**src/rtl/aes_cbc_seq.sv**
```systemverilog
// rtl/aes_cbc_seq.sv - CBC sequencer in front of a single-block AES core
// Handles key-expansion handshake, CBC chaining, one-block issue and core watchdog.
module aes_cbc_seq #(
    parameter int TMO_W   = 6,
    parameter int TMO_MAX = 40
) (
    input  logic         clk_i,
    input  logic         rst_ni,
    input  logic         key_new_i,
    input  logic         in_vld_i,
    output logic         in_rdy_o,
    input  logic         in_dec_i,
    input  logic         in_first_i,
    input  logic [127:0] in_iv_i,
    input  logic [127:0] in_data_i,
    output logic         out_vld_o,
    input  logic         out_rdy_i,
    output logic [127:0] out_data_o,
    output logic         out_err_o,
    output logic         ke_start_o,
    input  logic         ke_done_i,
    output logic         core_go_o,
    output logic         core_dec_o,
    output logic [127:0] core_din_o,
    input  logic         core_done_i,
    input  logic [127:0] core_dout_i,
    output logic         busy_o
);

    typedef enum logic [2:0] {IDLE, KEXP, ISSUE, WAIT, OUT} state_e;

    state_e           state_q, state_d;
    logic             key_ok_q, key_ok_d;
    logic             key_pend_q, key_pend_d;
    logic             dec_q, dec_d;
    logic             out_err_q, out_err_d;
    logic             ke_start_q, ke_start_d;
    logic [127:0]     chain_q, chain_d;
    logic [127:0]     ct_hold_q, ct_hold_d;
    logic [127:0]     core_din_q, core_din_d;
    logic [127:0]     out_data_q, out_data_d;
    logic [TMO_W-1:0] wdog_q, wdog_d;

    logic             in_rdy;
    logic             accept;
    logic [127:0]     c_sel;
    logic             kexp_expired;
    logic             wait_expired;

    assign in_rdy = (state_q == IDLE) & key_ok_q & ~key_pend_q & ~key_new_i;
    assign accept = in_vld_i & in_rdy;
    assign c_sel  = in_first_i ? in_iv_i : chain_q;

    // WAIT is entered one cycle after core_go and OUT is registered, so the
    // WAIT threshold is two short to put out_vld exactly TMO_MAX after core_go.
    assign kexp_expired = (wdog_q == TMO_W'(TMO_MAX - 1));
    assign wait_expired = (wdog_q == TMO_W'(TMO_MAX - 2));

    always_comb begin
        state_d    = state_q;
        key_ok_d   = key_ok_q;
        key_pend_d = key_pend_q;
        dec_d      = dec_q;
        out_err_d  = out_err_q;
        ke_start_d = 1'b0;
        chain_d    = chain_q;
        ct_hold_d  = ct_hold_q;
        core_din_d = core_din_q;
        out_data_d = out_data_q;
        wdog_d     = wdog_q;

        if ((state_q == KEXP || state_q == WAIT) && wdog_q != '1) begin
            wdog_d = wdog_q + 1'b1;
        end

        case (state_q)
            IDLE: begin
                if (key_new_i) begin
                    key_ok_d = 1'b0;
                end
                if (accept) begin
                    dec_d      = in_dec_i;
                    ct_hold_d  = in_data_i;
                    chain_d    = c_sel;
                    core_din_d = in_dec_i ? in_data_i : (in_data_i ^ c_sel);
                    state_d    = ISSUE;
                end else if (in_vld_i && !key_ok_q) begin
                    ke_start_d = 1'b1;
                    state_d    = KEXP;
                end
            end
            KEXP: begin
                if (ke_done_i) begin
                    key_ok_d = 1'b1;
                    state_d  = IDLE;
                end else if (kexp_expired) begin
                    key_ok_d = 1'b0;
                    state_d  = IDLE;
                end
            end
            ISSUE: begin
                state_d = WAIT;
            end
            WAIT: begin
                if (core_done_i) begin
                    if (dec_q) begin
                        out_data_d = core_dout_i ^ chain_q;
                        chain_d    = ct_hold_q;
                    end else begin
                        out_data_d = core_dout_i;
                        chain_d    = core_dout_i;
                    end
                    out_err_d = 1'b0;
                    state_d   = OUT;
                end else if (wait_expired) begin
                    out_data_d = '0;
                    out_err_d  = 1'b1;
                    key_ok_d   = 1'b0;
                    state_d    = OUT;
                end
            end
            OUT: begin
                if (out_rdy_i) begin
                    state_d = IDLE;
                end
            end
            default: state_d = IDLE;
        endcase

        // A key change during a transaction is deferred until we are back in IDLE.
        if (state_q != IDLE && key_new_i) begin
            key_pend_d = 1'b1;
        end
        if (state_q != IDLE && state_d == IDLE && (key_pend_q || key_new_i)) begin
            key_ok_d   = 1'b0;
            key_pend_d = 1'b0;
        end

        if (state_d != state_q) begin
            wdog_d = '0;
        end
    end

    always_ff @(posedge clk_i or negedge rst_ni) begin
        if (!rst_ni) begin
            state_q    <= IDLE;
            key_ok_q   <= 1'b0;
            key_pend_q <= 1'b0;
            dec_q      <= 1'b0;
            out_err_q  <= 1'b0;
            ke_start_q <= 1'b0;
            chain_q    <= '0;
            ct_hold_q  <= '0;
            core_din_q <= '0;
            out_data_q <= '0;
            wdog_q     <= '0;
        end else begin
            state_q    <= state_d;
            key_ok_q   <= key_ok_d;
            key_pend_q <= key_pend_d;
            dec_q      <= dec_d;
            out_err_q  <= out_err_d;
            ke_start_q <= ke_start_d;
            chain_q    <= chain_d;
            ct_hold_q  <= ct_hold_d;
            core_din_q <= core_din_d;
            out_data_q <= out_data_d;
            wdog_q     <= wdog_d;
        end
    end

    assign in_rdy_o   = in_rdy;
    assign out_vld_o  = (state_q == OUT);
    assign out_data_o = out_data_q;
    assign out_err_o  = out_err_q;
    assign ke_start_o = ke_start_q;
    assign core_go_o  = (state_q == ISSUE);
    assign core_dec_o = dec_q;
    assign core_din_o = core_din_q;
    assign busy_o     = (state_q != IDLE);

endmodule
```
**config.mk**
```make
export PLATFORM = sky130hd
export DESIGN_NAME = aes_cbc_seq
export DESIGN_NICKNAME = d
export VERILOG_FILES = /design/src/rtl/aes_cbc_seq.sv
export SDC_FILE = /design/constraint.sdc
export NUM_CORES = 1
export LEC_CHECK = 0
export CAP_MARGIN = 20
export CORE_ASPECT_RATIO = 2
export CORE_MARGIN = 2
export CORE_UTILIZATION = 30
export DETAILED_ROUTE_END_ITERATION = 7
export PLACE_DENSITY = 0.59
export SLEW_MARGIN = 10
export SYNTH_ARGS = -nofsm -noshare
export SYNTH_HDL_FRONTEND = slang
export SYNTH_SLANG_ARGS = --single-unit
```
**constraint.sdc**
```tcl
create_clock -name clk_i -period 4.3 [get_ports clk_i]
set_clock_uncertainty 0.05 [all_clocks]
set_input_delay 0.645 -clock clk_i [delete_from_list [all_inputs] [get_ports clk_i]]
set_output_delay 0.645 -clock clk_i [all_outputs]
set_load 0.02 [all_outputs]
```
==> flow_summary_export.csv, run 1 <==
group,metric,value,unit
outcome,status,"finished clean",
place,io_buffers,655,
detailed_routing,ant_nets,0,
cells_and_area,layout_commonest_cell,"clkdlybuf4s50_1",
global_routing,grt_pass1_vias,21844,
setup_path,endpoint_kind,"output port",
detailed_routing,viasPerCell,4.84,
global_routing,grt-ovfl-total,0,
clocking,clock_latency,620,ps
power_and_ir_drop,finalPower,24.0,mW
sta,rsz0062_at_grt,"no",
clocking,clk_path_buf_depth,3,
setup_path,crit_slowest_cell,"clkdlybuf4s50_1",
clocking,cts.sinks,526,
synthesis,seq_area_frac_synth,48.6,%
power_and_ir_drop,p_leak,15.4,nW
synthesis,syn_inst,2519,
cells_and_area,nNetsFinal,3483,
clocking,root_buffer,"clkbuf_16",
run,maxCapViolCount,0,
synthesis,synth_seq_cells,526,
power_and_ir_drop,clkPwrFrac,20.3,%
power_and_ir_drop,p_int,15.0,mW
floorplanning,die_area,92800,um^2
place,dp_cells,4209,
detailed_routing,drc,0,
setup_path,crit_arrival,2480,ps
cells_and_area,final_cells,4324,
detailed_routing,wl_per_cell,21.5,um
detailed_routing,wl,93000,um
synthesis,synth_nets,2914,
floorplanning,start_util,30.3,%
sta,slew_violations,0,
place,dp_hpwl,63600,um
synthesis,ys_warn_count,0,
setup_path,cp_max_fo,17,
synthesis,yosys.cell_types.count,52,
power_and_ir_drop,combinationalPowerShare,43.5,%
clocking,cts_made_buffers,54,
place,place.gp.congestion,0.814,
setup_path,worstSetupPathType,"flip-flop to output port",
power_and_ir_drop,powerDensity,655,nW/um^2
clocking,ctsHtreeMaxLevel,2,
cells_and_area,drive_above_1_share,10.7,%
clocking,hold_buffers,0,
detailed_routing,drt-initial-drc-count,1023,
floorplanning,num_rows,155,
floorplanning,chipHeight,429,um
sta,tns,0,ps
sta,fmax,315,MHz
clocking,clk_pin_slew_worst_paths,70,ps
cells_and_area,final_cell_mix,"clkdlybuf4s50_1, dfrtp_1, nand2_1",
sta,slew_headroom,36.6,%
global_routing,grt_max_degree,136,
power_and_ir_drop,seqPwrFrac,36.2,%
clocking,postCtsSetupBuffers,0,
global_routing,grt_antenna_before_repair,29,
setup_path,path_cells,"nor3_4 -> and3_1 -> clkdlybuf4s50_1",
sta,finalWorstPathRequiredPeriod,3170,ps
floorplanning,coreArea,89400,um^2
power_and_ir_drop,p_switching,9.04,mW
cells_and_area,syn_to_final_growth,35.3,%
synthesis,netlist_area,27100,um^2
floorplanning,io_pins,656,
synthesis,ys.flop_type,"dfrtp_1",
synthesis,avgSynthCellArea,10.7,um^2
setup_path,critPathMaxStageDelay,620,ps
sta,tightest_slew,951,ps
sta,whs,14.6,ps
power_and_ir_drop,swShare,37.7,%
floorplanning,dieWidth,216,um
sta,hold_viol,0,
sta,setup-violations-final,0,
synthesis,synthArstFlopShare,100,%
setup_path,cp-start-kind,"flip-flop",
sta,finalCritPeriodShare,73.8,%
global_routing,grt_pass1_wl,140000,um
clocking,cts_tree,"done",
setup_path,worstPathRequired,3610,ps
hold_path,min_path_type,"input port to async pin",
clocking,cts_resized,0,
power_and_ir_drop,peakVddDrop,0.376,mV
detailed_routing,first_pass_iters,4,
synthesis,synth_edf_count,0,
global_routing,grt_usage,19.7,%
detailed_routing,num_vias,20935,
[final cells by class]
type	count	area (um^2)
clock buffer	74	1520
antenna	16	40.0
clock inverter	25	250
multi-input combinational	1796	13000
fill	8700	52800
timing repair buffer	703	7180
sequential	526	13200
inverter	7	26.3
tap	1177	1470
[state kept, by name (all words and copies together) (netlist names)]
register / flops
ct_hold_q: 128
state_q: 3
key_ok_q: 1
key_pend_q: 1
ke_start_o: 1
out_err_o: 1
wdog_q: 6
out_data_o: 128
chain_q: 128
core_din_o: 128
core_dec_o: 1
[synthesized netlist by cell type, types with 2 or more instances]
master    instances  area, um^2
buf_1            24        90.1
a32oi_1           2        17.5
mux2_4           83        1250
and2_1            2        12.5
mux2_1           68         766
nand2_1         378        1420
nor2b_1          73         457
buf_4            15         113
nand2b_1         60         375
nor3_1            5        25.0
o21ai_0         169         846
o31ai_1           3        22.5
clkbuf_1         90         338
ha_1              2        25.0
xnor2_1         199        1740
nor2_1           74         278
o211ai_1          2        15.0
a211oi_1         73         548
a21oi_1          75         375
inv_1             7        26.3
o21ai_1          79         395
a22o_1          128        1120
and3_1            2        12.5
a221oi_1          2        17.5
mux2i_1         129        1290
dfrtp_1         526       13200
buf_6            13         146
nor4_1            2        12.5
mux2_2          106        1190
buf_2            48         240
xor2_1           59         517
[power groups by stage]
stage          clock network [mW]  logic (mW)  registers [mW]
5_1_grt                      5.23        11.3            8.97
2_1_floorplan                   0        5.30            9.48
3_5_place_dp                    0        10.6            8.74
6_report                     4.88        10.4            8.68
3_3_place_gp                    0        10.4            8.73
4_1_cts                      5.06        10.6            8.70
[routing by layer]
metal	routed length [um]	GRT usage, %	up-vias
met5	154	0	-
met4	3560	7.98	22
met3	7170	5.99	161
met2	46100	34.3	662
met1	36000	22.3	10246
li1	-	-	9844
[stage by stage]
step / setup WS [ps] / util (%) / area, um^2
floorplan: 2100 / - / 27100
global placement: 1150 / 38.9 / 34800
detailed placement: 1150 / 38.9 / 34800
CTS: 1060 / 40.9 / 36600
global route: 1020 / 41.0 / 36600
finish: 1130 / 41.0 / 36600
[path summary, 6_finish.rpt]
check | startpoint | slack [ps] | end | cells after the start
worst max-delay path | state_q[1]$_DFF_PN0_ | 1130 | in_rdy_o | 3
min in group clk_i | core_din_o[34]$_DFFE_PN0P_ | 430 | core_din_o[34]$_DFFE_PN0P_ | 2
worst min register to register | core_din_o[34]$_DFFE_PN0P_ | 430 | core_din_o[34]$_DFFE_PN0P_ | 2
worst max register to register | state_q[1]$_DFF_PN0_ | 1500 | chain_q[87]$_DFFE_PN0P_ | 5
worst min-delay path | rst_ni | 10 | core_din_o[113]$_DFFE_PN0P_ | 1
max in group asynchronous | rst_ni | 3100 | core_din_o[64]$_DFFE_PN0P_ | 2
[worst max-delay path: cells and delay by family, from the launching register on]
| family | cells | cell delay [ps] |
|---|---|---|
| DFF | 1 | 600 |
| and+or+nand+nor | 2 | 640 |
| buffers and inverters | 1 | 620 |
[kinds of logic after synthesis]
group / share of synthesized area (%)
XOR/XNOR: 8.35
AND/OR/NAND/NOR: 10.0
multiplexers: 16.6
AO/OA/AOI/OAI: 12.8
flip-flops: 48.6
adder cells (fa/ha/maj): 0.0924
buffers and inverters: 3.52
No activity file was read; power rests on OpenSTA's default activity.
==> inputs of run 2 (changes only) <==
--- a/config.mk
+++ b/config.mk
@@ -10,7 +10,7 @@
 export CORE_MARGIN = 2
 export CORE_UTILIZATION = 30
 export DETAILED_ROUTE_END_ITERATION = 7
-export PLACE_DENSITY = 0.59
+export PLACE_DENSITY = 0.61
 export SLEW_MARGIN = 10
 export SYNTH_ARGS = -nofsm -noshare
 export SYNTH_HDL_FRONTEND = slang
==> constraint.sdc (replaced) <==
create_clock -name clk_i -period 2.6 [get_ports clk_i]
set_clock_uncertainty 0.05 [all_clocks]
set_input_delay 0.39 -clock clk_i [delete_from_list [all_inputs] [get_ports clk_i]]
set_output_delay 0.39 -clock clk_i [all_outputs]
set_load 0.02 [all_outputs]
==> run 2 against run 1 <==
  * Final area increased by 2.2%
  * Wire length increased by 1.2%
  * Clock-buffer cell count unchanged
  * Power increased by 69%
  * Clock power increased by 73%
  * First-iteration DRC count increased by 4.0%
  * Die area unchanged
  * Critical path depth decreased by 2
  * Via count increased by 0.91%
  * Largest power group unchanged
  * Highest routed layer unchanged
==> flow_summary_export.csv, run 2 (synthesized netlist as in run 1, its figures left out) <==
group,metric,value,unit
clocking,clock_latency,640,ps
cells_and_area,final_cells,4383,
cells_and_area,layout_commonest_cell,"clkdlybuf4s50_1",
power_and_ir_drop,clkPwrFrac,20.8,%
floorplanning,io_pins,656,
sta,hold_viol,0,
setup_path,crit_arrival,1990,ps
cells_and_area,syn_to_final_growth,38.2,%
power_and_ir_drop,peakVddDrop,0.703,mV
sta,slew_violations,0,
power_and_ir_drop,p_leak,15.8,nW
global_routing,grt_max_degree,104,
sta,finalCritPeriodShare,93.5,%
place,io_buffers,655,
place,dp_hpwl,67600,um
power_and_ir_drop,combinationalPowerShare,43.7,%
floorplanning,die_area,92800,um^2
detailed_routing,ant_nets,0,
setup_path,crit_slowest_cell,"clkdlybuf4s50_1",
cells_and_area,drive_above_1_share,12.7,%
global_routing,grt_usage,19.9,%
setup_path,cp.depth,1,
setup_path,cp-start-kind,"flip-flop",
floorplanning,coreArea,89400,um^2
power_and_ir_drop,seqPwrFrac,35.5,%
run,maxCapViolCount,0,
setup_path,reg2reg_depth,5,
sta,rsz0062_at_grt,"no",
setup_path,crit_family,"buffers and inverters",
global_routing,grt_antenna_before_repair,20,
clocking,root_buffer,"clkbuf_16",
setup_path,worstPathRequired,2160,ps
cells_and_area,final_area,37400,um^2
cells_and_area,nNetsFinal,3544,
detailed_routing,first_pass_iters,5,
power_and_ir_drop,swShare,37.5,%
sta,fmax,411,MHz
cells_and_area,final_cell_mix,"clkdlybuf4s50_1, dfrtp_1, nand2_1",
place,dp_cells,4268,
hold_path,min_path_type,"input port to async pin",
setup_path,endpoint_kind,"output port",
power_and_ir_drop,powerDensity,1090,nW/um^2
outcome,status,"finished clean",
power_and_ir_drop,finalPower,40.6,mW
clocking,cts.sinks,526,
cells_and_area,final_util,41.9,%
sta,setup-violations-final,0,
place,place.gp.congestion,0.874,
global_routing,grt_pass1_wl,141000,um
sta,tightest_slew,941,ps
floorplanning,dieWidth,216,um
setup_path,cp_max_fo,22,
clocking,clk_pin_slew_worst_paths,70,ps
power_and_ir_drop,p_switching,15.2,mW
floorplanning,start_util,30.3,%
clocking,clk_path_buf_depth,3,
sta,finalWorstPathRequiredPeriod,2430,ps
sta,tns,0,ps
power_and_ir_drop,p_int,25.4,mW
detailed_routing,drc,0,
floorplanning,chipHeight,429,um
detailed_routing,drt-initial-drc-count,1064,
detailed_routing,wl,94100,um
global_routing,grt-ovfl-total,0,
clocking,cts_tree,"done",
clocking,ctsHtreeMaxLevel,2,
detailed_routing,num_vias,21125,
global_routing,grt_pass1_vias,22175,
setup_path,path_cells,"clkdlybuf4s50_1",
detailed_routing,viasPerCell,4.82,
setup_path,crit_buf_inv,1,
floorplanning,num_rows,155,
place,postPlaceCellArea,35500,um^2
clocking,cts_made_buffers,53,
setup_path,worstSetupPathType,"flip-flop to output port",
detailed_routing,wl_per_cell,21.5,um
sta,slew_headroom,37.3,%
setup_path,critPathMaxStageDelay,690,ps
-- run 2: cell count changes in the layout (fill, tap and decap cells not counted), sizes merged, moves of 2 or more --
cell,previous run,this run
buf,51,112
diode,16,12
dlygate4sd2,0,3
clkinv,15,12
clkdlybuf4s50,652,648
bufinv,4,6
-- run 2: area by class of cell --
class,count,area (um^2)
Clock buffer,74,1560
Antenna cell,12,30.0
Sequential cell,526,13200
Multi-Input combinational cell,1796,13000
Inverter,7,26.3
Timing Repair Buffer,765,7880
Clock inverter,26,327
Fill cell,8632,52000
Tap cell,1177,1470
-- run 2: layer usage --
layer	track usage, %	part of all wire [%]	wire length [um]	up-vias
met2	35.2	50	47400	677
li1	-	-	-	9961
met5	0	0.091	86	-
met3	5.24	6.8	6380	156
met4	8.57	3.9	3680	14
met1	22.5	39	36600	10317
-- run 2: path summary, 6_finish.rpt --
kind / from / endpoint / slack [ps]
max in group asynchronous: rst_ni / state_q[0]$_DFF_PN0_ / 1290
min in group clk_i: in_data_i[54] / ct_hold_q[54]$_DFFE_PN0P_ / 360
worst max-delay path: core_dec_o$_DFFE_PN0P_ / core_dec_o / 170
worst min-delay path: rst_ni / chain_q[11]$_DFFE_PN0P_ / 330
worst max register to register: wdog_q[5]$_DFFE_PN0P_ / out_data_o[60]$_DFFE_PN0P_ / 380
worst min register to register: core_din_o[0]$_DFFE_PN0P_ / core_din_o[0]$_DFFE_PN0P_ / 430
-- run 2: power by group through the flow --
stage	clock network [mW]	logic, mW	registers (mW)
final	8.43	17.8	14.4
after global routing	8.98	19.2	14.9
after CTS	8.72	18.0	14.4
after detailed placement	0	17.9	14.5
after global placement	0	17.7	14.5
after floorplan	0	8.76	15.7
-- run 2: timing repair --
| item | CTS | global route |
|---|---|---|
| setup endpoints to repair | 4 | 1 |
| gates resized for setup | 5 | 1 |
| hold buffers | 1 | 0 |
| pin swaps | 1 | 0 |
| cloned | 0 | 0 |
| buffers inserted | 2 | 0 |
| hold endpoints to repair | 45 | 0 |
-- run 2: stage by stage --
step	hold WS, ps	setup WS, ps
final	333	170
after global routing	326	58.2
after CTS	308	37.1
after detailed placement	419	92.6
after global placement	410	95.9
after floorplan	44.4	653
